==> config.mk <==
export PLATFORM = sky130hd
export DESIGN_NAME = dmem_arbiter
export DESIGN_NICKNAME = d
export VERILOG_FILES = /design/src/rtl/dmem_arbiter_pkg.sv /design/src/rtl/dmem_starve_ctr.sv /design/src/rtl/dmem_arbiter.sv
export SDC_FILE = /design/constraint.sdc
export NUM_CORES = 1
export LEC_CHECK = 0
export BUFFER_PORTS_ARGS = -buffer_cell sky130_fd_sc_hd__buf_2
export CAP_MARGIN = 5
export CORE_AREA = 2 2 114 116
export DETAILED_ROUTE_END_ITERATION = 10
export DIE_AREA = 0 0 116 118
export SYNTH_ARGS = -nofsm -noshare
export SYNTH_HDL_FRONTEND = slang
export SYNTH_SLANG_ARGS = --single-unit
==> constraint.sdc <==
create_clock -name clk -period 2.1 [get_ports clk]
set_input_delay 0.105 -clock clk [delete_from_list [all_inputs] [get_ports clk]]
set_output_delay 0.105 -clock clk [all_outputs]
set_load 0.01 [all_outputs]
==> src/rtl/dmem_arbiter_pkg.sv <==
// dmem_arbiter_pkg: shared widths, MMIO base and arbiter FSM encodings
package dmem_arbiter_pkg;
  localparam int DMEM_DBITS = 32;
  localparam int DMEM_STARVE_LIMIT = 4;
  localparam logic [31:0] DMEM_MMIO_BASE = 32'hF000_0000;
  typedef enum logic [1:0] {IDLE = 2'd0, WAIT = 2'd1, ACK = 2'd2} arb_state_t;
endpackage

==> src/rtl/dmem_starve_ctr.sv <==
// dmem_starve_ctr: saturating count of denied secondary cycles
module dmem_starve_ctr #(
  parameter int LIMIT = 4
) (
  input  logic clk,
  input  logic reset,
  input  logic inc,
  input  logic clr,
  output logic at_limit
);
  logic [3:0] cnt;
  assign at_limit = cnt == 4'(LIMIT);
  always_ff @(posedge clk)
    if (reset || clr) cnt <= '0;
    else if (inc && !at_limit) cnt <= cnt + 4'd1;
endmodule

==> src/rtl/dmem_arbiter.sv <==
// dmem_arbiter: CPU/secondary data-memory arbiter; DMEM_ARB_MMIO_PROTECT_EN blocks secondary MMIO access
module dmem_arbiter
  import dmem_arbiter_pkg::*;
#(
  parameter int DBITS = DMEM_DBITS,
  parameter int STARVE_LIMIT = DMEM_STARVE_LIMIT,
  parameter logic [DBITS-1:0] MMIO_BASE = DMEM_MMIO_BASE
) (
  input  logic             clk,
  input  logic             reset,
  input  logic             cpu_req,
  input  logic             cpu_wr,
  input  logic [DBITS-1:0] cpu_addr,
  input  logic [DBITS-1:0] cpu_wdata,
  output logic [DBITS-1:0] cpu_rdata,
  output logic             cpu_stall,
  input  logic             sec_req,
  input  logic             sec_wr,
  input  logic [DBITS-1:0] sec_addr,
  input  logic [DBITS-1:0] sec_wdata,
  output logic             sec_ack,
  output logic [DBITS-1:0] sec_rdata,
  output logic             mem_en_write,
  output logic [DBITS-3:0] mem_addr,
  output logic [DBITS-1:0] mem_data_in,
  input  logic [DBITS-1:0] mem_data_out
);
`ifdef DMEM_ARB_MMIO_PROTECT_EN
  localparam bit PROTECT = 1'b1;
`else
  localparam bit PROTECT = 1'b0;
`endif
  arb_state_t state;
  logic at_limit, sec_gnt, cpu_gnt, blocked, unused_bits;
  // sec_req is part of the grant so a request withdrawn in WAIT never touches memory
  assign sec_gnt = state == WAIT && sec_req && (!cpu_req || at_limit);
  assign cpu_gnt = cpu_req && !sec_gnt;
  assign blocked = PROTECT && sec_addr >= MMIO_BASE;
  assign cpu_stall = cpu_req && sec_gnt;
  assign cpu_rdata = cpu_gnt ? mem_data_out : '0;
  assign mem_en_write = sec_gnt ? sec_wr && !blocked : cpu_gnt && cpu_wr;
  assign mem_addr = sec_gnt ? sec_addr[DBITS-1:2] : cpu_addr[DBITS-1:2];
  assign mem_data_in = sec_gnt ? sec_wdata : cpu_wdata;
  assign sec_ack = state == ACK;
  assign unused_bits = ^{cpu_addr[1:0], sec_addr[1:0]};
  dmem_starve_ctr #(.LIMIT(STARVE_LIMIT)) u_starve (
    .clk(clk),
    .reset(reset),
    .inc(state == WAIT && sec_req && !sec_gnt),
    .clr(state != WAIT || !sec_req || sec_gnt),
    .at_limit(at_limit)
  );
  always_ff @(posedge clk)
    if (reset) begin
      state <= IDLE;
      sec_rdata <= '0;
    end else begin
      if (sec_gnt) sec_rdata <= sec_wr || blocked ? '0 : mem_data_out;
      case (state)
        IDLE: state <= sec_req ? WAIT : IDLE;
        WAIT: state <= sec_gnt ? ACK : sec_req ? WAIT : IDLE;
        ACK: state <= sec_req ? WAIT : IDLE;
        default: state <= IDLE;
      endcase
    end
endmodule

# --- Word-level counts from Yosys, hierarchy flattened ---
# Index checks and enable logic that the tools add are counted.
op_classes:
  n_mux: 8
  n_reduce_logical: 17
  eq_ne: 4
  n_addsub: 1
ops:
  columns: ["operator", "n"]
  rows:
  - ["32-bit two-way mux", 3]
  - ["30-bit two-way mux", 1]
  - ["1-bit logical AND", 7]
  - ["4-bit by 1-bit adder with 4-bit output, second input constant", 1]
  - ["4-bit by 3-bit equality test with 1-bit output, second input constant", 1]
  - ["1-bit zero test", 4]
  - ["1-bit logical OR", 4]
  - ["2-bit one-hot mux with 2 select lines", 1]
  - ["2-bit by 1-bit equality test with 1-bit output, second input constant", 1]
  - ["2-bit equality test, second input constant", 1]
  - ["2-bit zero test", 1]
  - ["1-bit two-way mux", 2]
  - ["2-bit two-way mux", 1]
  - ["2-bit by 1-bit != test with 1-bit output, second input constant", 1]
  - ["2-bit OR reduction", 1]
word_totals:
  output_inout_bits: 129
  register_bits: 38
  in_bits: 166
  elab_cells: 33

# --- Depth between registers and ports, before layout ---
# Gate-level depths: netlist of run 1.
depth:
  depth_word: 7
  mapped_depth: 7
  depth_no_buf: 5

# --- Modules after synthesis ---
# From an unflattened synthesis of run 1, not the netlist that was laid out.
unflattened:
  hier_cells: 296
  hier_area_um2: 2760.1
by_module_without_submodules:
  columns: ["mod", "instances", "cells_each", "area_per_inst_um2", "seq_area_each_um2"]
  rows:
  - ["dmem_arbiter", 1, 271, 2531.2, 680.7]
  - ["dmem_starve_ctr", 1, 25, 229.0, 80.1]

# --- Least setup slack after synthesis of run 1 ---
# Ideal clock, no wire load.
synth_path:
  path_type: "register to output"
  startpoint: "reg u_starve.cnt[0]"
  endpoint: "out mem_data_in[14]"
  stages_incl_launch_ff: 8
  required_ns: 1.995
  slack_ns: 0.482
  arrival_ns: 1.513
  path_buffers: 2
  path_cell_list: "dfxtp_1 -> inv_1 -> ha_1 -> nand3b_4 -> a21o_1 -> buf_6 -> buf_6 -> mux2_4"
synth_between:
  elab_chain_cells: 4
synth_lines:
  columns: ["item", "line_no", "source"]
  rows:
  - ["start, declared", "dmem_starve_ctr.sv:11", "logic [3:0] cnt;"]
  - ["start signal, assigned", "dmem_starve_ctr.sv:15", "else if (inc && !at_limit) cnt <= cnt + 4'd1;"]
  - ["4-bit by 3-bit equality test with 1-bit output", "dmem_starve_ctr.sv:12", "assign at_limit = cnt == 4'(LIMIT);"]
  - ["1-bit logical OR", "dmem_arbiter.sv:36", "assign sec_gnt = state == WAIT && sec_req && (!cpu_req || at_limit);"]
  - ["1-bit logical AND", "dmem_arbiter.sv:36", null]
  - ["32-bit two-way mux", "dmem_arbiter.sv:43", "assign mem_data_in = sec_gnt ? sec_wdata : cpu_wdata;"]
  - ["end, declared", "dmem_arbiter.sv:25", "output logic [DBITS-1:0] mem_data_in,"]
# No other way between the ends.

# --- Final worst setup path of run 1 ---
layout_path:
  startpoint: "reg u_starve.cnt[0]"
  endpoint: "out mem_data_in[19]"
# The elaborated chain is that of the path after synthesis.

==> run summary, run 1 <==
### Synth
- 0.002649 mm^2 — total standard cell area after synthesis
- sky130_fd_sc_hd__dfxtp_1 — largest area contributor in the synthesized netlist
- 0.2872 — sequential share of the synthesized area
- sky130_fd_sc_hd__dfxtp_1, sky130_fd_sc_hd__mux2_2, sky130_fd_sc_hd__mux2i_1 — Area contributors post-synth
- 0 — number of flops mapped to enable cells by yosys
- sky130_fd_sc_hd__mux2_2 — leading cell type by number of instances after synthesis
- 0 — Yosys warning total
- 450 — net count of the mapped netlist
- 0 — Synth async-reset ratio
- 38 — flip-flop and latch count after synthesis
- 282 — gate count after technology mapping
- 9.393 um^2 — post-synthesis average cell area
- sky130_fd_sc_hd__mux2_2, sky130_fd_sc_hd__dfxtp_1, sky130_fd_sc_hd__nand2_1, sky130_fd_sc_hd__nand3_1 — most used standard cells in the synthesized netlist
- 28 — number of different library cells in the post-synthesis netlist
- 0.2872 — post-synth top area share
- sky130_fd_sc_hd__dfxtp_1 — Post-synth top flop

### Drt
- 14.20 um — average wire per cell in the routed design
- 0 — remaining antenna violation count
- 10570 um — final WL
- 4.351 — Via density
- 0 — # DRC
- 113 — Starting DRT DRC Count
- 4 — first-pass iteration count of the detailed router
- 3237 — overall via count from detail_route

### Clocking
- 60 ps — Clk pin slew, worst setup/hold paths
- sky130_fd_sc_hd__clkbuf_16 — clock root cell
- 280 ps — Clk Latency, worst-skew pair
- 38 — Num Clock Sinks
- 2 — H-tree depth reported by CTS
- 5 — number of buffers inserted during clock tree synthesis
- yes — clock tree from TritonCTS
- 2 — CTS max path bufs
- 0 — hold buffer count at cts

### Timing
- 0 ps — Fin Setup TNS
- 8.821 ps — worst-case clock skew
- 0 — total of endpoints with negative setup slack in the final report
- no — unrepaired setup endpoints after global routing
- 0 — number of hold violations in the final report
- 0.5971 — relative slew slack
- 2023 ps — Final min period
- 494.2 MHz — Fmax
- 0 — final max-slew violation count
- 604.4 ps — Worst Max-Slew Pin Slew
- 0.9636 — final critical-path share of the clock period

### Critical path
- flip-flop — Critical Path Source Type
- 2000 ps — required arrival time at the worst endpoint
- flip-flop to output port — Worst Path Class, Setup
- 330 ps — minimum setup slack among reg-to-reg paths
- 17 — Max FO, Critical Path
- u_starve.cnt[0] — startpoint of the worst-slack reg-to-reg timing path
- output port — CP Capture Type
- 1920 ps — CP Data Arrival Time
- sec_rdata[13] — endpoint of the worst register-to-register path
- 7 — number of cells traversed by the worst register-to-register path

### Floorplan
- 41 — Std-Cell Rows
- 116 um — DIE WIDTH
- 0.01241 mm^2 — Std-Cell Core Area
- 118 um — chip height
- 0.01369 mm^2 — full die area
- 0.2134 — initial core utilization
- 295 — Boundary Pins

### Global route
- 0.1396 — GRT Overall Usage
- 15390 um — global-route wire length before repair
- 65 — maximum number of pins on one net before global-route repair
- 3075 — number of global-route vias before repair
- 0 — GRT overflow
- 0 — number of antenna violations at the first check in global routing

### Outcome
- complete, no violations — outcome

### Hold path
- state[1] — terminating pin of the worst hold path
- 2 — Cells on Worst Hold Path
- input port to flip-flop — worst hold path class
- reset — Hold Crit Start

### Cells and area
- 744 — final cell count without fillers
- 737 — total number of nets in the final design
- 74.44% — Area Growth Syn to Fin
- 0.6737 — fraction of final layout cells sized beyond drive strength 1

### Placed design
- 290 — I/O Buffers
- 0.9663 — final estimated routing congestion in global placement
- 8503 um — estimated wirelength of the detail-placed design
- 726 — dpl cells

### Power
- 0.2727 mV — Peak VDD IR
- 498.2 mW/mm^2 — areal power density over the cells
- 2.302 mW — Final Power
- 2.461 nW — leakage power summed over all cells

### Run
- 0 — max-cap violation count

## where the power goes
group	internal, mW	switching, mW
clock network	0.682	0.296
logic	0.317	0.272
registers	0.730	0.00472
total	1.73	0.573
## how the worst max path moves through the flow
stage,start,end,slack [ps],cells past startpoint
floorplan,u_starve.cnt[0],mem_data_in[14],480,7
global placement,u_starve.cnt[0],mem_addr[1],230,7
detailed placement,u_starve.cnt[0],mem_data_in[31],170,7
CTS,u_starve.cnt[1],mem_addr[20],20,7
global route,u_starve.cnt[0],mem_data_in[19],0.7,7
finish,u_starve.cnt[0],mem_data_in[19],80,7
## critical path, cell delays in order, from the launching register on
cell and delay (ps):
sky130_fd_sc_hd__dfxtp_2 340, sky130_fd_sc_hd__inv_1 60, sky130_fd_sc_hd__ha_2 190, sky130_fd_sc_hd__nand3b_4 120
sky130_fd_sc_hd__a21o_4 280, sky130_fd_sc_hd__buf_16 180, sky130_fd_sc_hd__mux2_4 320, sky130_fd_sc_hd__buf_2 140
## cells in the final DEF, fill, tap and decap left out, drive strengths merged
master   synthesis  routed
buf             13     304
mux2            62      62
dfxtp           38      38
nand2           33      33
nand3           33      33
and3            32      32
mux2i           32      32
clkbuf          14       7
inv              5       5
nor2             4       4
nand3b           3       3
diode            0       2
a21o             1       2
bufinv           0       2
a21oi            2       2
ha               2       2
nor2b            1       1
o211ai           1       1
o21ai            1       1
and2             1       1
nand4bb          1       1
xnor2            1       1
xor2             1       1
a211oi           1       1
clkinv           0       1
## metrics by stage
step	util	hold WS (ps)	worst slack, ps	instance area (um^2)
3_5_place_dp	0.3450	321.3	172.6	4283
5_1_grt	0.3718	38.38	0.7023	4616
3_3_place_gp	0.3450	319.1	228.6	4283
4_1_cts	0.3647	22.85	17.86	4528
6_report	0.3722	30.90	76.52	4621
2_1_floorplan	-	177.8	482.4	2649
## sequential cells by signal, summed over array words and instances (netlist names)
signal        flops
sec_rdata        32
state             2
u_starve.cnt      4
## logic make-up after synthesis
group / Yosys count / share of synthesized area
AOI/OAI and AO/OA: 6 / 0.01559
xor gates and xnor gates: 2 / 0.006614
adders and majority gates: 2 / 0.009446
buffers and inverters: 32 / 0.05999
DFF: 38 / 0.2872
muxes: 94 / 0.4086
and+or+nand+nor: 108 / 0.2126
## final cells by class
cell class	count	area, um^2
diodes	2	5.005
clock buffers	5	125.1
clock inverters	3	68.82
fillers	1282	7794
inverters	5	18.77
multi-input cells	213	1762
flip-flops and latches	38	763.2
well taps	172	215.2
repair buffers	306	1663
## repair_timing
action | 4_1_cts | 5_1_grt
setup endpoints to repair | 53 | 94
pin swaps | 1 | 0
setup buffers | 3 | 2
resized for setup | 4 | 4
cloned | 1 | 3
## per-layer routing
metal	vias up	track usage	share of wire
li1	1573	-	-
met1	1500	0.1741	0.41
met2	154	0.2478	0.50
met3	10	0.02214	0.073
met4	0	0.03348	0.014
met5	-	0	0
(Power assumes the default switching activity.)
==> run 2: changes to the inputs <==
--- a/config.mk
+++ b/config.mk
@@ -5,11 +5,12 @@
 export SDC_FILE = /design/constraint.sdc
 export NUM_CORES = 1
 export LEC_CHECK = 0
+export ABC_AREA = 1
 export BUFFER_PORTS_ARGS = -buffer_cell sky130_fd_sc_hd__buf_2
 export CAP_MARGIN = 5
-export CORE_AREA = 2 2 114 116
+export CORE_AREA = 2 2 116 118
 export DETAILED_ROUTE_END_ITERATION = 10
-export DIE_AREA = 0 0 116 118
+export DIE_AREA = 0 0 118 120
 export SYNTH_ARGS = -nofsm -noshare
 export SYNTH_HDL_FRONTEND = slang
 export SYNTH_SLANG_ARGS = --single-unit
==> constraint.sdc (replaced) <==
create_clock -name clk -period 2.2 [get_ports clk]
set_input_delay 0.11 -clock clk [delete_from_list [all_inputs] [get_ports clk]]
set_output_delay 0.11 -clock clk [all_outputs]
set_load 0.01 [all_outputs]
==> run 2 against run 1 <==
Synthesized cell count is 85% higher. Largest cell class unchanged. Critical endpoint is now mem_en_write. Global-route usage rose by 2.9 points. Largest power group unchanged. Critical path type unchanged. Setup slack better by 110 ps.
==> run summary, run 2 <==
### Outcome
- complete, no violations — outcome

### Placed design
- 257.0 ps — Setup WS pre-CTS, +84.46 ps
- 0.8164 — final estimated routing congestion in global placement, -16%
- 290 — I/O Buffers, unchanged
- 10080 um — estimated wirelength of the detail-placed design, +19%

### Floorplan
- 0.01298 mm^2 — Std-Cell Core Area, +4.6%
- 120 um — chip height, +1.7%
- 42 — Std-Cell Rows, +2.4%
- 0.01416 mm^2 — full die area, +3.4%
- 295 — Boundary Pins, unchanged
- 0.2119 — initial core utilization, -0.001488
- 118 um — DIE WIDTH, +1.7%

### Synth
- sky130_fd_sc_hd__nand2_1, sky130_fd_sc_hd__dfxtp_1, sky130_fd_sc_hd__nor2_1 — Area contributors post-synth
- 522 — gate count after technology mapping, +85%
- 17 — number of different library cells in the post-synthesis netlist, -39%
- 0 — number of flops mapped to enable cells by yosys, unchanged
- 0.002750 mm^2 — total standard cell area after synthesis, +3.8%
- sky130_fd_sc_hd__nand2_1, sky130_fd_sc_hd__nor2_1, sky130_fd_sc_hd__inv_1 — most used standard cells in the synthesized netlist
- 690 — net count of the mapped netlist, +53%
- sky130_fd_sc_hd__nand2_1 — largest area contributor in the synthesized netlist
- sky130_fd_sc_hd__nand2_1 — leading cell type by number of instances after synthesis
- sky130_fd_sc_hd__dfxtp_1 — Post-synth top flop
- 0.3467 — post-synth top area share, +0.05948
- 38 — flip-flop and latch count after synthesis, unchanged
- 5.268 um^2 — post-synthesis average cell area, -44%
- 0 — Yosys warning total, unchanged
- 0.2766 — sequential share of the synthesized area, -0.01058
- 0 — Synth async-reset ratio, unchanged

### Clocking
- 2 — H-tree depth reported by CTS, unchanged
- 50 ps — Clk pin slew, worst setup/hold paths, about the same
- 5 — number of buffers inserted during clock tree synthesis, unchanged
- yes — clock tree from TritonCTS
- 38 — Num Clock Sinks, unchanged
- sky130_fd_sc_hd__clkbuf_16 — clock root cell
- 0 — number of buffers inserted by post-CTS setup repair, -3
- 2 — CTS max path bufs, unchanged
- 0 — hold buffer count at cts, unchanged
- 280 ps — Clk Latency, worst-skew pair, about the same

### Critical path
- flip-flop to output port — Worst Path Class, Setup
- output port — CP Capture Type
- 2090 ps — required arrival time at the worst endpoint, +90 ps
- 560 ps — minimum setup slack among reg-to-reg paths, +230 ps
- 19 — Max FO, Critical Path, +2
- flip-flop — Critical Path Source Type
- 1900 ps — CP Data Arrival Time, -20 ps

### Cells and area
- 0.3929 — fraction of final layout cells sized beyond drive strength 1, -0.2807
- 961 — total number of nets in the final design, +30%
- sec_rdata — Largest Register
- sec_rdata x32, u_starve.cnt x4, state x2 — largest registers in the final layout
- sky130_fd_sc_hd__buf_2 — most common cell after layout, fill and taps aside
- 32 — number of flip-flops under the largest register name, unchanged
- sky130_fd_sc_hd__buf_2, sky130_fd_sc_hd__nand2_1, sky130_fd_sc_hd__nor2_1, sky130_fd_sc_hd__inv_1, sky130_fd_sc_hd__dfxtp_1 — commonest non-fill, non-tap cells in the layout
- 63.47% — Area Growth Syn to Fin
- 1502 — filler cell count in the final layout, +17%

### Power
- 0.2364 mV — Peak VDD IR, -13%
- 459.8 mW/mm^2 — areal power density over the cells, -7.7%
- 2.842 nW — leakage power summed over all cells, +15%

### Drt
- 12.81 um — average wire per cell in the routed design, -9.8%
- 3969 — overall via count from detail_route, +23%
- 4 — first-pass iteration count of the detailed router, unchanged
- 0 — # DRC, unchanged
- 4.079 — Via density, -6.2%
- 157 — Starting DRT DRC Count, +39%
- 0 — remaining antenna violation count, unchanged
- 12460 um — final WL, +18%

### Timing
- 0 — final max-slew violation count, unchanged
- 186.4 ps — final worst setup slack, +109.9 ps
- 651.0 ps — Worst Max-Slew Pin Slew, +46.64 ps
- 0.5633 — relative slew slack, -0.03378
- 0 — total of endpoints with negative setup slack in the final report, unchanged
- 2014 ps — Final min period
- no — unrepaired setup endpoints after global routing
- 0 — number of hold violations in the final report, unchanged
- 0.9153 — final critical-path share of the clock period
- 496.6 MHz — Fmax
- 7.882 ps — worst-case clock skew, -0.9382 ps
- 0 ps — Fin Setup TNS, unchanged

### Global route
- 18680 um — global-route wire length before repair, +21%
- 0.1686 — GRT Overall Usage, +0.02897
- 0 — GRT overflow, unchanged
- 7 — number of antenna violations at the first check in global routing, +7
- 3543 — number of global-route vias before repair, +15%
- 58 — maximum number of pins on one net before global-route repair, -11%

### Hold path
- input port to flip-flop — worst hold path class

### Run
- 0 — max-cap violation count, unchanged

## run 2: area by class of cell
cell class                      count  area (um^2)  share of cell area
Multi-Input combinational cell    401         1629              0.3624
Antenna cell                        3        7.507            0.001670
Timing Repair Buffer              299         1544              0.3434
Clock inverter                      2        12.51            0.002783
Inverter                           48        182.7             0.04063
Clock buffer                        6        138.9             0.03089
Tap cell                          176        220.2             0.04898
Sequential cell                    38        760.7              0.1692
## run 2: what timing repair did
item / 4_1_cts / 5_1_grt
resized for setup: 2 / 2
setup endpoints to repair: 33 / 2
endpoints found under the hold margin: 0 / 0
cloned: 0 / 0
## run 2: through the flow
step                instances  hold WS, ps    util  area (um^2)  power, mW
finish                    973        67.12  0.3463         4496      2.067
global route              973        69.50  0.3463         4496      2.191
CTS                       970        59.37  0.3456         4486      2.102
detailed placement        962        359.2  0.3331         4324      1.354
global placement          962        356.3  0.3331         4324      1.351
floorplan                 522        235.1       -         2750      1.035
## run 2: worst paths after layout
path	start	end	cells past startpoint
worst max register to register	u_starve.cnt[0]	u_starve.cnt[0]	8
worst max-delay path	u_starve.cnt[0]	mem_en_write	9
worst min register to register	state[0]	state[0]	1
worst min-delay path	sec_req	state[0]	3
## run 2: kinds of logic (layout without fill, tap and decap cells)
kind of cell    count (synthesis)  in the layout  synth area share
flops                          38             38            0.2766
compound gates                 30             30           0.05459
buf+inv                        83            355            0.1347
xor+xnor                        2              2          0.006371
other cells                     0              3                 0
simple gates                  367            367            0.5187
fa+ha+maj                       2              2          0.009098
## run 2: critical path: stages, from the launching register on
cell and delay (ps):
sky130_fd_sc_hd__dfxtp_1 370, sky130_fd_sc_hd__inv_1 60, sky130_fd_sc_hd__ha_1 180, sky130_fd_sc_hd__nand3_1 90
sky130_fd_sc_hd__nand2_2 70, sky130_fd_sc_hd__nand2_4 170, sky130_fd_sc_hd__buf_4 280, sky130_fd_sc_hd__nand3_1 140
sky130_fd_sc_hd__o21ai_0 90, sky130_fd_sc_hd__buf_2 160
## run 2: metal layers
metal	vias up	global-route usage	part of all wire	wire [um]
li1	2097	-	-	-
met3	21	0.05656	0.088	1097
met1	1661	0.1906	0.41	5055
met5	-	0	0.0030	37
met4	6	0.06627	0.023	291
met2	184	0.2925	0.48	5981
## run 2: power breakdown
part           leakage [nW]  internal, mW  switching [mW]  total [mW]
clock                0.0729         0.448           0.283       0.732
sequential            0.308         0.709          0.0100       0.719
combinational          2.46         0.276           0.340       0.616
==> run 3: changes to the inputs <==
--- a/config.mk
+++ b/config.mk
@@ -8,9 +8,9 @@
 export ABC_AREA = 1
 export BUFFER_PORTS_ARGS = -buffer_cell sky130_fd_sc_hd__buf_2
 export CAP_MARGIN = 5
-export CORE_AREA = 2 2 116 118
+export CORE_AREA = 2 2 114 116
 export DETAILED_ROUTE_END_ITERATION = 10
-export DIE_AREA = 0 0 118 120
+export DIE_AREA = 0 0 116 118
 export SYNTH_ARGS = -nofsm -noshare
 export SYNTH_HDL_FRONTEND = slang
 export SYNTH_SLANG_ARGS = --single-unit
==> constraint.sdc (replaced) <==
create_clock -name clk -period 1.6 [get_ports clk]
set_input_delay 0.08 -clock clk [delete_from_list [all_inputs] [get_ports clk]]
set_output_delay 0.08 -clock clk [all_outputs]
set_load 0.01 [all_outputs]
==> run 3 against run 2 <==
The flow now finishes with violations (negative setup slack). Register-to-register slack got worse by 390 ps. Combinational power increased by 54%. Setup slack got worse by 250 ps. Cell area increased by 10%. Worst hold slack got worse by 24 ps. Via count increased by 4.5%. Critical path depth increased by 1. First-iteration DRC count decreased by 3.8%. Largest cell class is now buffers. Highest routed layer unchanged.
==> run summary, run 3 (synthesis results as in run 2) <==
### Drt
- 0 — remaining antenna violation count, unchanged
- 5 — first-pass iteration count of the detailed router, +1
- 4.196 — Via density, +2.9%
- 13740 um — final WL, +10%
- 13.90 um — average wire per cell in the routed design, +8.5%
- 151 — Starting DRT DRC Count, -3.8%
- 4146 — overall via count from detail_route, +4.5%
- 0 — # DRC, unchanged

### Placed design
- 0.8241 — final estimated routing congestion in global placement, +0.94%
- 290 — I/O Buffers, unchanged
- 967 — dpl cells, +0.52%
- 10780 um — estimated wirelength of the detail-placed design, +6.9%

### Global route
- 3871 — number of global-route vias before repair, +9.3%
- 0 — GRT overflow, unchanged
- 19870 um — global-route wire length before repair, +6.4%
- 0.1870 — GRT Overall Usage, +0.01843
- 48 — maximum number of pins on one net before global-route repair, -17%
- 8 — number of antenna violations at the first check in global routing, +1

### Cells and area
- sky130_fd_sc_hd__buf_2, sky130_fd_sc_hd__nand2_1, sky130_fd_sc_hd__nor2_1, sky130_fd_sc_hd__inv_1, sky130_fd_sc_hd__dfxtp_1 — commonest non-fill, non-tap cells in the layout
- sec_rdata x32, u_starve.cnt x4, state x2 — largest registers in the final layout
- 977 — total number of nets in the final design, +1.7%
- 79.98% — Area Growth Syn to Fin
- 0.4407 — fraction of final layout cells sized beyond drive strength 1, +0.04779
- sky130_fd_sc_hd__buf_2 — most common cell after layout, fill and taps aside
- 32 — number of flip-flops under the largest register name, unchanged
- sec_rdata — Largest Register
- 988 — final cell count without fillers, +1.5%

### Timing
- -2486 ps — Fin Setup TNS, -2486 ps
- -64.32 ps — final worst setup slack, -250.7 ps
- 0.7931 — relative slew slack, +0.2298
- 0 — number of hold violations in the final report, unchanged
- yes — unrepaired setup endpoints after global routing
- 0 — final max-slew violation count, unchanged
- 1.040 — final critical-path share of the clock period
- 5.928 ps — worst-case clock skew, -1.954 ps
- 308.5 ps — Worst Max-Slew Pin Slew, -342.5 ps
- 94 — total of endpoints with negative setup slack in the final report, +94
- 1664 ps — Final min period
- 600.8 MHz — Fmax
- 42.62 ps — tightest hold margin, -24.50 ps

### Clocking
- sky130_fd_sc_hd__clkbuf_16 — clock root cell
- 2 — H-tree depth reported by CTS, unchanged
- 5 — number of buffers inserted during clock tree synthesis, unchanged
- 2 — CTS max path bufs, unchanged
- 280 ps — Clk Latency, worst-skew pair, about the same
- 38 — Num Clock Sinks, unchanged
- 60 ps — Clk pin slew, worst setup/hold paths, about the same
- yes — clock tree from TritonCTS

### Critical path
- output port — CP Capture Type
- flip-flop — Critical Path Source Type
- sky130_fd_sc_hd__dfxtp_2 — critical-path cell with the highest stage delay
- flip-flop to output port — Worst Path Class, Setup
- 9 — Max FO, Critical Path, -10
- 1520 ps — required arrival time at the worst endpoint, -570 ps
- 1580 ps — CP Data Arrival Time, -320 ps
- sky130_fd_sc_hd__nand2_1 — most used cell, CP
- inv_2, ha_4, nand3_4, nand2_4, nand2_8, inv_12, clkbuf_16, nand2_1, nand2_1, buf_2 — cell chain of the critical path
- u_starve.cnt[1] — startpoint of the worst-slack reg-to-reg timing path
- u_starve.cnt[1] — first element of the critical path
- 320 ps — delay of the slowest critical-path stage, -50 ps

### Floorplan
- 41 — Std-Cell Rows, -2.4%
- 295 — Boundary Pins, unchanged
- 118 um — chip height, -1.7%
- 0.2215 — initial core utilization, +0.009652
- 0.01369 mm^2 — full die area, -3.3%
- 116 um — DIE WIDTH, -1.7%
- 0.01241 mm^2 — Std-Cell Core Area, -4.4%

### Power
- 3.007 nW — leakage power summed over all cells, +5.8%
- 0.3714 mV — Peak VDD IR, +57%
- 619.4 mW/mm^2 — areal power density over the cells, +35%

### Outcome
- complete, but fails checks — outcome
- negative setup slack — failing checks

### Hold path
- sec_req — Hold Crit Start
- input port to flip-flop — worst hold path class

### Run
- 0 — max-cap violation count, unchanged

-- run 3: cell types whose count changed in the layout (fill, tap and decap cells not counted), sizes merged --
cell / change
buf: +15
bufinv: +1
clkinvlp: +1
clkinv: -1
diode: +3
-- run 3: timing repair --
item,CTS,global route
hold buffers,0,0
cloned,4,1
pin swaps,3,3
setup buffers,3,0
endpoints found under the hold margin,0,0
setup endpoints to repair,96,100
resized for setup,43,14
-- run 3: worst paths after layout --
check / end / slack [ps] / cells after the start
max reg2reg: u_starve.cnt[0] / 170 / 9
min: state[0] / 40 / 3
min reg2reg: state[0] / 460 / 1
max: mem_data_in[0] / -60 / 10
-- run 3: per-layer routing --
layer  GRT usage  wire, um  vias up
li1            -         -     2136
met3     0.05407      1314       18
met2      0.3538      6993      191
met1      0.1925      5111     1799
met5           0        13        -
met4     0.06176       303        2
-- run 3: critical path, delay by kind of cell, from the launching register on --
| family | cells | cell delay (ps) |
|---|---|---|
| AND/OR/NAND/NOR | 5 | 360 |
| flip-flops | 1 | 320 |
| buffers and inverters | 4 | 480 |
| adder cells (fa/ha/maj) | 1 | 130 |
-- run 3: final cells by class --
cell class,instances,area [um^2]
fill,1424,7465
timing repair buffer,315,1868
multi-input combinational,401,1725
sequential,38,763.2
tap,172,215.2
inverter,48,192.7
clock buffer,5,125.1
clock inverter,3,45.04
antenna,6,15.01
-- run 3: per-stage QoR --
step / worst slack, ps / power [mW] / util / instance area, um^2
after global routing: -166.7 / 3.241 / 0.3985 / 4947
after CTS: -92.25 / 3.081 / 0.3930 / 4878
final: -64.32 / 3.066 / 0.3987 / 4950
after global placement: -4.308 / 1.893 / 0.3574 / 4437
after detailed placement: -12.35 / 1.895 / 0.3574 / 4437
after floorplan: 208.0 / 1.423 / - / 2750
-- run 3: power breakdown --
group | switching, mW | internal (mW)
combinational | 0.503 | 0.443
clock | 0.396 | 0.735
sequential | 0.0141 | 0.975
